## src/rtl/keypad_decoder.sv

```systemverilog
// Keypad decoder: debounces one key from the column scanner,
// first key wins, emits a 1-cycle strobe and the key's hex code.
module keypad_decoder #(
  parameter int DEBOUNCE_FRAMES = 4
) (
  input  logic       clk,
  input  logic       reset,
  input  logic [3:0] rowsSync,
  input  logic [3:0] colsSync,
  output logic       key_valid,
  output logic [3:0] key_code,
  output logic       key_held
);

  localparam int CW = $clog2(DEBOUNCE_FRAMES + 1);
  localparam logic [CW-1:0] MAXC = CW'(DEBOUNCE_FRAMES);
  localparam logic [CW-1:0] ONE  = CW'(1);

  typedef enum logic [1:0] {
    IDLE,
    DEB_PRESS,
    HELD,
    DEB_REL
  } state_t;

  state_t        state, state_n;
  logic [1:0]    r, r_n;
  logic [1:0]    c, c_n;
  logic [CW-1:0] cnt, cnt_n, cnt_inc;
  logic          valid_n;
  logic [3:0]    code_n;
  logic          held_n;

  logic          sample;
  logic [1:0]    col_idx;
  logic [1:0]    row_low;
  logic          match;
  logic          miss;

  function automatic logic [3:0] keymap(
    input logic [1:0] rr,
    input logic [1:0] cc
  );
    logic [3:0] k;
    case ({rr, cc})
      4'b00_00: k = 4'h1;
      4'b00_01: k = 4'h2;
      4'b00_10: k = 4'h3;
      4'b00_11: k = 4'hA;
      4'b01_00: k = 4'h4;
      4'b01_01: k = 4'h5;
      4'b01_10: k = 4'h6;
      4'b01_11: k = 4'hB;
      4'b10_00: k = 4'h7;
      4'b10_01: k = 4'h8;
      4'b10_10: k = 4'h9;
      4'b10_11: k = 4'hC;
      4'b11_00: k = 4'hE;
      4'b11_01: k = 4'h0;
      4'b11_10: k = 4'hF;
      default:  k = 4'hD;
    endcase
    return k;
  endfunction

  // Only a single driven column counts as a sample.
  always_comb begin
    sample = (colsSync != 4'd0) &&
             ((colsSync & (colsSync - 4'd1)) == 4'd0);
  end

  always_comb begin
    case (colsSync)
      4'b0010: col_idx = 2'd1;
      4'b0100: col_idx = 2'd2;
      4'b1000: col_idx = 2'd3;
      default: col_idx = 2'd0;
    endcase
  end

  always_comb begin
    casez (rowsSync)
      4'b???1: row_low = 2'd0;
      4'b??10: row_low = 2'd1;
      4'b?100: row_low = 2'd2;
      default: row_low = 2'd3;
    endcase
  end

  always_comb begin
    match   = sample && colsSync[c] && rowsSync[r];
    miss    = sample && colsSync[c] && !rowsSync[r];
    cnt_inc = (cnt < MAXC) ? cnt + ONE : cnt;
  end

  always_comb begin
    state_n = state;
    r_n     = r;
    c_n     = c;
    cnt_n   = cnt;
    valid_n = 1'b0;
    code_n  = key_code;
    held_n  = key_held;
    unique case (state)
      IDLE: begin
        if (sample && rowsSync != 4'd0) begin
          c_n     = col_idx;
          r_n     = row_low;
          cnt_n   = ONE;
          state_n = DEB_PRESS;
        end
      end
      DEB_PRESS: begin
        if (match) begin
          cnt_n = cnt_inc;
          if (cnt_inc == MAXC) begin
            state_n = HELD;
            code_n  = keymap(r, c);
            valid_n = 1'b1;
            held_n  = 1'b1;
          end
        end else if (miss) begin
          state_n = IDLE;
        end
      end
      HELD: begin
        held_n = 1'b1;
        if (miss) begin
          cnt_n   = ONE;
          state_n = DEB_REL;
        end
      end
      DEB_REL: begin
        if (match) begin
          state_n = HELD;
        end else if (miss) begin
          cnt_n = cnt_inc;
          if (cnt_inc == MAXC) begin
            state_n = IDLE;
            held_n  = 1'b0;
          end
        end
      end
      default: state_n = IDLE;
    endcase
  end

  always_ff @(posedge clk or posedge reset) begin
    if (reset) begin
      state     <= IDLE;
      r         <= 2'd0;
      c         <= 2'd0;
      cnt       <= '0;
      key_valid <= 1'b0;
      key_code  <= 4'h0;
      key_held  <= 1'b0;
    end else begin
      state     <= state_n;
      r         <= r_n;
      c         <= c_n;
      cnt       <= cnt_n;
      key_valid <= valid_n;
      key_code  <= code_n;
      key_held  <= held_n;
    end
  end

endmodule

```

## config.mk

```make
export PLATFORM = sky130hd
export DESIGN_NAME = keypad_decoder
export DESIGN_NICKNAME = d
export VERILOG_FILES = /design/src/rtl/keypad_decoder.sv
export SDC_FILE = /design/constraint.sdc
export NUM_CORES = 1
export LEC_CHECK = 0
export BUFFER_PORTS_ARGS = -buffer_cell sky130_fd_sc_hd__buf_4
export CAP_MARGIN = 10
export CORE_MARGIN = 8
export CORE_UTILIZATION = 48
export CTS_BUF_LIST = sky130_fd_sc_hd__clkbuf_2 sky130_fd_sc_hd__clkbuf_4 sky130_fd_sc_hd__clkbuf_8
export DETAILED_ROUTE_END_ITERATION = 7
export GPL_TIMING_DRIVEN = 0
export PLACE_DENSITY = 0.69
export SETUP_SLACK_MARGIN = 0.15
export SLEW_MARGIN = 15
export SYNTH_ARGS = -nofsm -noshare
export SYNTH_HDL_FRONTEND = slang
export SYNTH_SLANG_ARGS = --single-unit
```

## constraint.sdc

```tcl
create_clock -name clk -period 5 [get_ports clk]
set_input_delay 0.25 -clock clk [delete_from_list [all_inputs] [get_ports clk]]
set_output_delay 0.25 -clock clk [all_outputs]
set_load 0.01 [all_outputs]
```

==> flow_summary.yaml, run 1 <==
cts:
  postCtsHoldBufs: 0
  htreeDepth: 1
  clk_pin_slew_worst_paths_ps: 100
  numCtsBuffers: 3
  cts_tree: "yes"
  clk_path_buf_depth: 2
  cts_setup_buffers: 0
  clock_sink_count: 15
  clock_latency_ps: 280
  cts-root-buf: "clkbuf_4"
  cts_resized: 0
placement:
  port_buffers: 15
  globalplace.congestion: 0.752
  place_area_um2: 1190
  dp_hpwl_mm: 1.55
logic_synthesis:
  ys_types: 40
  syn_avg_cell_area_um2: 10.8
  ys_async_sr_fraction_pct: 100
  synth_area_um2: 1050
  synth_seq_cells: 15
  ys.flop_type: "dfrtp_1"
  synth_edf_count: 0
  yosysSeqAreaShare_pct: 35.9
  yosys_warnings: 0
  synthCells: 97
  synthesis.nets: 113
route:
  firstDrtPassIters: 4
  drt-vias-per-instance: 5.44
  drt_wl_total_mm: 1.92
  drtIter0Drc: 17
  drc: 0
  ant_nets: 0
  wl_per_cell_um: 13.3
  via_count: 783
pwr:
  seqPwrFrac_pct: 38.2
  intPower_w: 0.000317
  powerDensity_nw_per_um2: 423
  power_w: 0.000517
  pwr-share-clk_pct: 14.4
  p_leak_nw: 0.567
  switchingPower_w: 0.000200
  p_comb_share_pct: 47.4
  switching_share_pct: 38.7
  peakVddDrop_mv: 0.251
critical_path:
  required_ps: 5160
  cp_slowest_stage_delay_ps: 500
  worst-r2r-cell-count: 5
  path_buf_inv: 0
  cp_max_fo: 10
  cp_top_family: "compound AO/OA/AOI/OAI gates"
  worstSetupPathType: "flip-flop to flip-flop"
  crit_chain: "or3b_1 > a2111o_1 > a211o_1 > nor2_8 > mux2_4"
  timing.rr.end: "key_code[3]"
  r2r_setup_slack_ps: 2630
  cp_data_arrival_time_ps: 2540
  start_kind: "flip-flop"
  cpMaxStageDelayCell: "dfrtp_1"
  r2r_start: "c[1]"
  end_kind: "flip-flop"
sta:
  hold-worst-slack_ps: 16.0
  relSlewSlack_pct: 62.3
  fmax_mhz: 421
  rsz0062_at_grt: "false"
  hold_viol_final: 0
  finalMaxSlewViolations: 0
  tightest_slew_ps: 565
  finClkSkew_ps: 9.87
  timing.setup.tns_ps: 0
  fin_crit_sh_pct: 47.5
  finalSetupViolCount: 0
  finalCriticalPeriod_ps: 2370
floorplan:
  num_rows: 17
  die-area_um2: 3930
  boundaryPins: 16
  core_area_um2: 2130
  die_h_um: 62.7
  die_x_um: 62.7
  start_util_pct: 49.2
grt:
  grt_use_met2_pct: 17.7
  gr-total-overflow: 0
  grt.total_usage_pct: 10.5
  grt_pass1_vias: 795
  use_met3_pct: 3.23
  grt_max_degree: 16
  use_met1_pct: 12.6
  top_usage_layer: "met2"
  antenna_found_initial: 0
  grt_pass1_wl_mm: 3.48
cells_and_area:
  nets: 133
  n_antenna_cell: 0
  drive_above_1_share_pct: 25.9
  fin_area_um2: 1220
  fillers: 192
  utilization_pct: 57.5
  area_growth_pct: 17.0
worst_hold_path:
  hold_class: "primary input to asynchronous set/reset pin"
run:
  drv_cap: 0
status:
  status: "completed"
==> worst reg2reg max path: stages, from the launching register on <==
cell and delay [ps]:
dfrtp_1 500, or3b_1 410, a2111o_1 490, a211o_1 370, nor2_8 170, mux2_4 310
==> logic make-up (layout without fill, tap and decap cells) <==
kind of cell	Yosys count	count (layout)	synth area share, %
xor+xnor	3	3	2.51
fa+ha+maj	6	6	7.18
compound gates	17	17	12.3
simple gates	30	30	17.9
flops	15	15	35.9
mux	16	16	20.5
buf+inv	10	29	3.71
==> final cells by class <==
type | instances | area (um2) | share of cell area [%]
Sequential cell | 15 | 375 | 30.7
Timing Repair Buffer | 15 | 113 | 9.20
Multi-Input combinational cell | 72 | 632 | 51.6
Inverter | 8 | 30.0 | 2.45
Clock buffer | 4 | 30.0 | 2.45
Tap cell | 28 | 35.0 | 2.86
Buffer | 2 | 8.76 | 0.716
==> metrics by stage <==
step,std cells,worst slack [ps]
6_report,144,2630
2_1_floorplan,97,2810
3_5_place_dp,140,2650
4_1_cts,144,2630
5_1_grt,144,2550
3_3_place_gp,140,2700
==> cell usage in the layout, fill, tap and decap left out, types with 2 or more instances in the layout <==
| cell type | count |
|---|---|
| nand3b_1 | 2 |
| mux4_2 | 2 |
| a21oi_1 | 3 |
| clkbuf_4 | 4 |
| xnor2_1 | 3 |
| nor2_1 | 6 |
| o21ai_0 | 2 |
| buf_4 | 15 |
| nor3b_1 | 2 |
| mux2_4 | 4 |
| nor3_1 | 3 |
| mux2i_1 | 3 |
| a211o_1 | 2 |
| ha_1 | 6 |
| inv_1 | 8 |
| nand2_1 | 6 |
| dfrtp_1 | 15 |
| mux2_1 | 6 |
==> Yosys cell counts (2+ instances only) <==
cell type | number | area, um2
o21ai_0 | 2 | 10.0
dfrtp_1 | 15 | 375
nor2_1 | 6 | 22.5
mux4_2 | 2 | 45.0
xnor2_1 | 3 | 26.3
nor3b_1 | 2 | 15.0
inv_1 | 8 | 30.0
nand3b_1 | 2 | 15.0
mux2_1 | 6 | 67.6
nand2_1 | 6 | 22.5
a21oi_1 | 3 | 15.0
mux2i_1 | 3 | 30.0
nor3_1 | 3 | 15.0
mux2_4 | 4 | 60.1
ha_1 | 6 | 75.1
a211o_1 | 2 | 17.5
==> worst max path at each step <==
stage                     from           to  slack (ps)  cells past startpoint
after floorplan           c[1]  key_code[0]        2810                      5
after global placement    c[1]  key_code[1]        2700                      5
after detailed placement  c[1]  key_code[3]        2650                      5
after CTS                 c[1]  key_code[3]        2630                      5
after global routing      c[1]  key_code[3]        2550                      5
final                     c[1]  key_code[3]        2630                      5
==> flip-flops by register name, summed over array words and instances (netlist names), named ones only <==
register and cells:
key_held 1, r 2, cnt 3, c 2, key_code 4, key_valid 1, state 1
==> power by group through the flow <==
stage	logic [W]	clock network [W]	registers [W]
detailed placement	0.000247	0	0.000201
global route	0.000277	0.0000822	0.000203
global placement	0.000239	0	0.000198
CTS	0.000248	0.0000767	0.000198
floorplan	0.000190	0	0.000193
finish	0.000245	0.0000747	0.000198
==> per-layer routing <==
layer	share of wire (%)	wire length (um)
met1	47	904
met2	47	893
met3	5.6	107
met4	0.73	14
met5	0	0
Power figures use the tool's default switching activity.
==> run 2, diff against run 1 <==
- ABC_AREA: not set -> 1
- PLACE_DENSITY: 0.69 -> 0.68
- clock period: 5 -> 2.2 ns (I/O delays scaled with it)
==> run 2 against run 1 <==
Against the previous run: sequential power grew to 2.5 times the previous value; count of clock-buffer cells in the layout is the same; worst hold slack gained 110 ps; global-route usage grew 1.1 points; clock skew shrank 9.0 ps; worst setup slack lost 2200 ps; cell count grew 50%; largest power group unchanged; highest routed layer unchanged.
==> flow_summary.yaml, run 2 <==
status:
  status: "completed"
cells_and_area:
  drive_above_1_share_pct: 26.3
  mostFrequentLayoutCell: "nand2_1"
  top_register: "key_code"
  utilization_pct: 56.7
  n_antenna_cell: 0
  largest_reg_flops: 4
  mostFrequentLayoutCells: "nand2_1, nor2_1, buf_4"
  area_growth_pct: 16.2
  nets: 203
  reg_top3: "key_code: 4 flops, cnt: 3 flops"
placement:
  globalplace.congestion: 0.854
  dp_hpwl_mm: 1.92
  port_buffers: 15
sta:
  hold_viol_final: 0
  finalMaxSlewViolations: 0
  fin_crit_sh_pct: 78.7
  timing.setup.tns_ps: 0
  finalCriticalPeriod_ps: 1730
  fmax_mhz: 578
  rsz0062_at_grt: "false"
  relSlewSlack_pct: 62.7
  finalSetupViolCount: 0
  tightest_slew_ps: 559
  finClkSkew_ps: 0.916
grt:
  grt.total_usage_pct: 11.6
  grt_max_degree: 16
  gr-total-overflow: 0
  grt_pass1_vias: 1007
  grt_pass1_wl_mm: 4.11
  antenna_found_initial: 0
cts:
  htreeDepth: 1
  clk_path_buf_depth: 2
  cts_tree: "yes"
  clock_latency_ps: 270
  clk_pin_slew_worst_paths_ps: 90
  cts-root-buf: "clkbuf_4"
  numCtsBuffers: 3
  cts_setup_buffers: 0
  clock_sink_count: 15
worst_hold_path:
  hold_class: "primary input to flip-flop"
critical_path:
  worstSetupPathType: "flip-flop to flip-flop"
  end_kind: "flip-flop"
  crit_top_cell: "nand2_1"
  cp_max_fo: 3
  required_ps: 2370
  cp_data_arrival_time_ps: 1900
  crit_chain: "ha_1 > o21ai_1 > nand3_2 > nand2_1 > nor2_1 > nor2_4 > nand3_1 > nand2_1 > nand2_1"
  cpMaxStageDelayCell: "dfrtp_1"
  start_kind: "flip-flop"
  cp_slowest_stage_delay_ps: 430
logic_synthesis:
  syn_avg_cell_area_um2: 7.09
  yosys-top-cells-count: "nand2_1, nor2_1, dfrtp_1, inv_1"
  ys.flop_type: "dfrtp_1"
  synth_edf_count: 0
  synth_top_cells_by_area: "dfrtp_1, nand2_1, ha_1"
  ys_types: 26
  synth_top_cell_area_share_pct: 31.9
  ys_async_sr_fraction_pct: 100
  yosysSeqAreaShare_pct: 31.9
  synthesis.nets: 182
  yosys.area.top_type: "dfrtp_1"
  synthCells: 166
  yosys_warnings: 0
  synth_area_um2: 1180
  synth.most_common_cell: "nand2_1"
  synth_seq_cells: 15
route:
  ant_nets: 0
  drtIter0Drc: 37
  wl_per_cell_um: 10.8
  firstDrtPassIters: 4
  drc: 0
  via_count: 1051
  drt_wl_total_mm: 2.34
  drt-vias-per-instance: 4.87
pwr:
  powerDensity_nw_per_um2: 1170
  p_leak_nw: 0.722
  peakVddDrop_mv: 0.563
run:
  drv_cap: 0
floorplan:
  boundaryPins: 16
  num_rows: 18
  die-area_um2: 4290
  start_util_pct: 48.8
  die_x_um: 65.5
  die_h_um: 65.5
  core_area_um2: 2410
==> run 2: cell types whose count changed after synthesis, sizes merged, moves of 3 or more <==
cell / delta
a21oi: +4
inv: +13
mux2: -11
mux2i: -3
nand2: +58
nand3: +10
nor2: +14
o21ai: +6
xnor2: -3
==> run 2: logic make-up after synthesis <==
| family | count (synthesis) | synth area share [%] |
|---|---|---|
| and+or+nand+nor | 102 | 42.4 |
| buffers and inverters | 23 | 7.77 |
| AOI/OAI and AO/OA | 19 | 10.1 |
| DFF | 15 | 31.9 |
| adders and majority gates | 6 | 6.38 |
| xor gates and xnor gates | 1 | 1.38 |
==> run 2: repair_timing <==
action | 4_1_cts | 5_1_grt
gates resized for setup | 0 | 0
hold buffers | 1 | 0
endpoints found under the setup margin | 0 | 0
hold endpoints to repair | 15 | 0
==> run 2: path summary, 6_finish.rpt <==
path | startpoint | end | slack (ps) | cells past startpoint
max in group asynchronous | reset | key_code[2] | 1400 | 3
min in group asynchronous | reset | cnt[2] | 440 | 3
worst max register to register | cnt[0] | flip-flop | 470 | 9
worst max-delay path | cnt[0] | flip-flop | 470 | 9
worst min register to register | key_held | key_held | 480 | 2
worst min-delay path | rowsSync[0] | r[0] | 130 | 4
==> run 2: final cells by class <==
class	count	area, um2
clock buffer	4	30.0
timing repair buffer	16	123
fill	241	1040
multi-input combinational	128	709
buffer	2	12.5
tap	30	37.5
inverter	21	78.8
sequential	15	375
==> run 2: routing by layer <==
layer,routed length [um],GRT usage [%]
met1,1160,14.6
met5,0,0
met2,1040,18.5
met4,30,5.18
met3,103,2.55
==> run 2: worst max-delay path, delay by kind of cell, from the launching register on <==
family          cells  cell delay, ps
flops               1             430
simple gates        7             650
compound gates      1             240
fa+ha+maj           1             310
==> run 2: report_power, final <==
group / internal [W] / leakage (nW) / switching (W)
clock network: 0.0000825 / 0.0184 / 0.0000839
logic: 0.000345 / 0.510 / 0.000581
registers: 0.000383 / 0.193 / 0.000120
total: 0.000811 / 0.722 / 0.000785
==> run 2: metrics by stage <==
stage / instances / setup slack, ps / total power (W) / hold slack, ps / instance area [um2]
global route: 216 / 338 / 0.00177 / 128 / 1370
finish: 216 / 469 / 0.00160 / 126 / 1370
CTS: 216 / 463 / 0.00161 / 124 / 1370
detailed placement: 211 / 475 / 0.00143 / 210 / 1330
floorplan: 166 / 635 / 0.00121 / 11.5 / 1180
global placement: 211 / 521 / 0.00141 / 201 / 1330
==> run 3, diff against run 2 <==
- ABC_AREA: 1 -> 0
- PLACE_DENSITY: 0.68 -> 0.72
- clock period: 2.2 -> 1.4 ns (I/O delays scaled with it)
==> run 3 against run 2 <==
Against the previous run: the run now ends with negative setup slack left; final area is 3.8% higher; utilization up 10 points; largest cell class unchanged; critical path depth fell by 3; sequential power up 42%; via count is 18% lower; count of clock-buffer cells in the layout is 1 lower; highest routed layer unchanged; non-clock buffer count is 8 higher; sequential cell count stayed put; global-route usage increased by 0.79 points; largest power group unchanged.
==> flow_summary.yaml, run 3 (same netlist as run 1, synthesis figures left out) <==
status:
  status: "finished, violations left"
  violations: "negative setup slack"
cells_and_area:
  nets: 142
  mostFrequentLayoutCell: "buf_4"
  fin_area_um2: 1420
  drive_above_1_share_pct: 44.0
  largest_reg_flops: 4
  utilization_pct: 66.7
  mostFrequentLayoutCells: "buf_4, dfrtp_1, inv_1"
  instances_no_fill: 153
  fillers: 166
  reg_top3: "key_code: 4 flops, cnt: 3 flops"
  n_antenna_cell: 0
  top_register: "key_code"
  area_growth_pct: 35.6
critical_path:
  cp_max_fo: 6
  start_kind: "flip-flop"
  worstSetupPathType: "flip-flop to flip-flop"
  r2r_setup_slack_ps: -780
  required_ps: 1590
  cp_data_arrival_time_ps: 2370
  end_kind: "flip-flop"
pwr:
  p_comb_share_pct: 53.8
  powerDensity_nw_per_um2: 1500
  p_leak_nw: 0.646
  seqPwrFrac_pct: 33.5
  switching_share_pct: 41.0
  pwr-share-clk_pct: 12.7
  switchingPower_w: 0.000872
  peakVddDrop_mv: 0.957
  intPower_w: 0.00126
grt:
  grt_pass1_wl_mm: 4.08
  grt.total_usage_pct: 12.4
  antenna_found_initial: 0
  grt_max_degree: 16
  gr-total-overflow: 0
  grt_pass1_vias: 926
route:
  firstDrtPassIters: 4
  drtIter0Drc: 13
  via_count: 857
  drt_wl_total_mm: 2.47
  drc: 0
  wl_per_cell_um: 16.1
  drt-vias-per-instance: 5.60
  ant_nets: 0
sta:
  hold_viol_final: 0
  fin_crit_sh_pct: 156
  relSlewSlack_pct: 55.1
  finalCriticalPeriod_ps: 2180
  rsz0062_at_grt: "true"
  finalSetupViolCount: 11
  finalMaxSlewViolations: 0
  fmax_mhz: 459
  finClkSkew_ps: 4.19
  finalWorstSetupSlack_ps: -781
  tightest_slew_ps: 667
run:
  drv_cap: 0
floorplan:
  die_h_um: 62.7
  start_util_pct: 49.2
  num_rows: 17
  core_area_um2: 2130
  die-area_um2: 3930
  die_x_um: 62.7
  boundaryPins: 16
placement:
  place_area_um2: 1220
  place_inst: 140
  globalplace.congestion: 0.733
  dp_hpwl_mm: 1.62
  port_buffers: 15
cts:
  numCtsBuffers: 3
  clock_sink_count: 15
  htreeDepth: 1
  clk_path_buf_depth: 2
  cts-root-buf: "clkbuf_4"
  cts_tree: "yes"
  clk_pin_slew_worst_paths_ps: 100
  clock_latency_ps: 290
worst_hold_path:
  hold_class: "primary input to flip-flop"
-- run 3: cell types whose count changed in the layout (fill, tap and decap cells not counted), sizes merged, moves of 7 or more --
cell	delta
nor2	-14
buf	+7
mux2	+11
inv	-13
nand2	-58
nand3	-10
-- run 3: stage by stage --
stage | setup TNS [ps] | hold WS (ps) | total power, W | setup slack, ps
floorplan | -6350 | -28.6 | 0.00143 | -779
global placement | -8280 | 166 | 0.00162 | -877
detailed placement | -8730 | 167 | 0.00167 | -921
CTS | -7080 | 136 | 0.00202 | -780
global route | -7890 | 186 | 0.00225 | -849
finish | -7110 | 156 | 0.00213 | -781
-- run 3: power groups by stage --
stage | clock network (W) | registers, W | logic (W)
final | 0.000269 | 0.000714 | 0.00115
after global routing | 0.000277 | 0.000727 | 0.00124
after CTS | 0.000261 | 0.000701 | 0.00106
after detailed placement | 0 | 0.000733 | 0.000934
after global placement | 0 | 0.000719 | 0.000901
after floorplan | 0 | 0.000703 | 0.000723
-- run 3: routing by layer --
layer  track usage (%)  vias up  wire, um
li1                  -      410         -
met1              14.5      423      1100
met2              21.0       20      1230
met3              2.51        4        97
met4              5.70        0        39
met5                 0        -         0
-- run 3: layout make-up --
class	instances	area [um2]	area share, %
inverters	8	30.0	2.12
clock buffers	3	22.5	1.59
repair buffers	24	209	14.7
multi-input cells	72	723	51.0
plain buffers	2	16.3	1.15
flip-flops and latches	15	378	26.6
clock inverters	1	5.00	0.353
well taps	28	35.0	2.47
-- run 3: repair_timing --
| item | 4_1_cts | 5_1_grt |
|---|---|---|
| buffers inserted | 3 | 5 |
| pin swaps | 4 | 9 |
| endpoints found under the setup margin | 15 | 15 |
| endpoints found under the hold margin | 15 | 0 |
| gates resized for setup | 11 | 14 |
| hold buffers | 1 | 0 |
-- run 3: critical path, stage by stage, from the launching register on --
cell	delay (ps)
dfrtp_1	450
ha_1	350
nor4bb_1	300
a21oi_1	120
a211o_1	380
nor2_8	170
mux2_4	310
-- run 3: path summary, 6_finish.rpt --
| check | start | endpoint | cells past startpoint |
|---|---|---|---|
| setup / recovery | cnt[0] | key_code[2] | 6 |
| hold / removal | rowsSync[0] | r[1] | 3 |
| setup reg to reg | cnt[0] | key_code[2] | 6 |
| hold reg to reg | key_code[1] | key_code[1] | 1 |
| max in group asynchronous | reset | c[1] | 3 |
| min in group asynchronous | reset | cnt[1] | 3 |
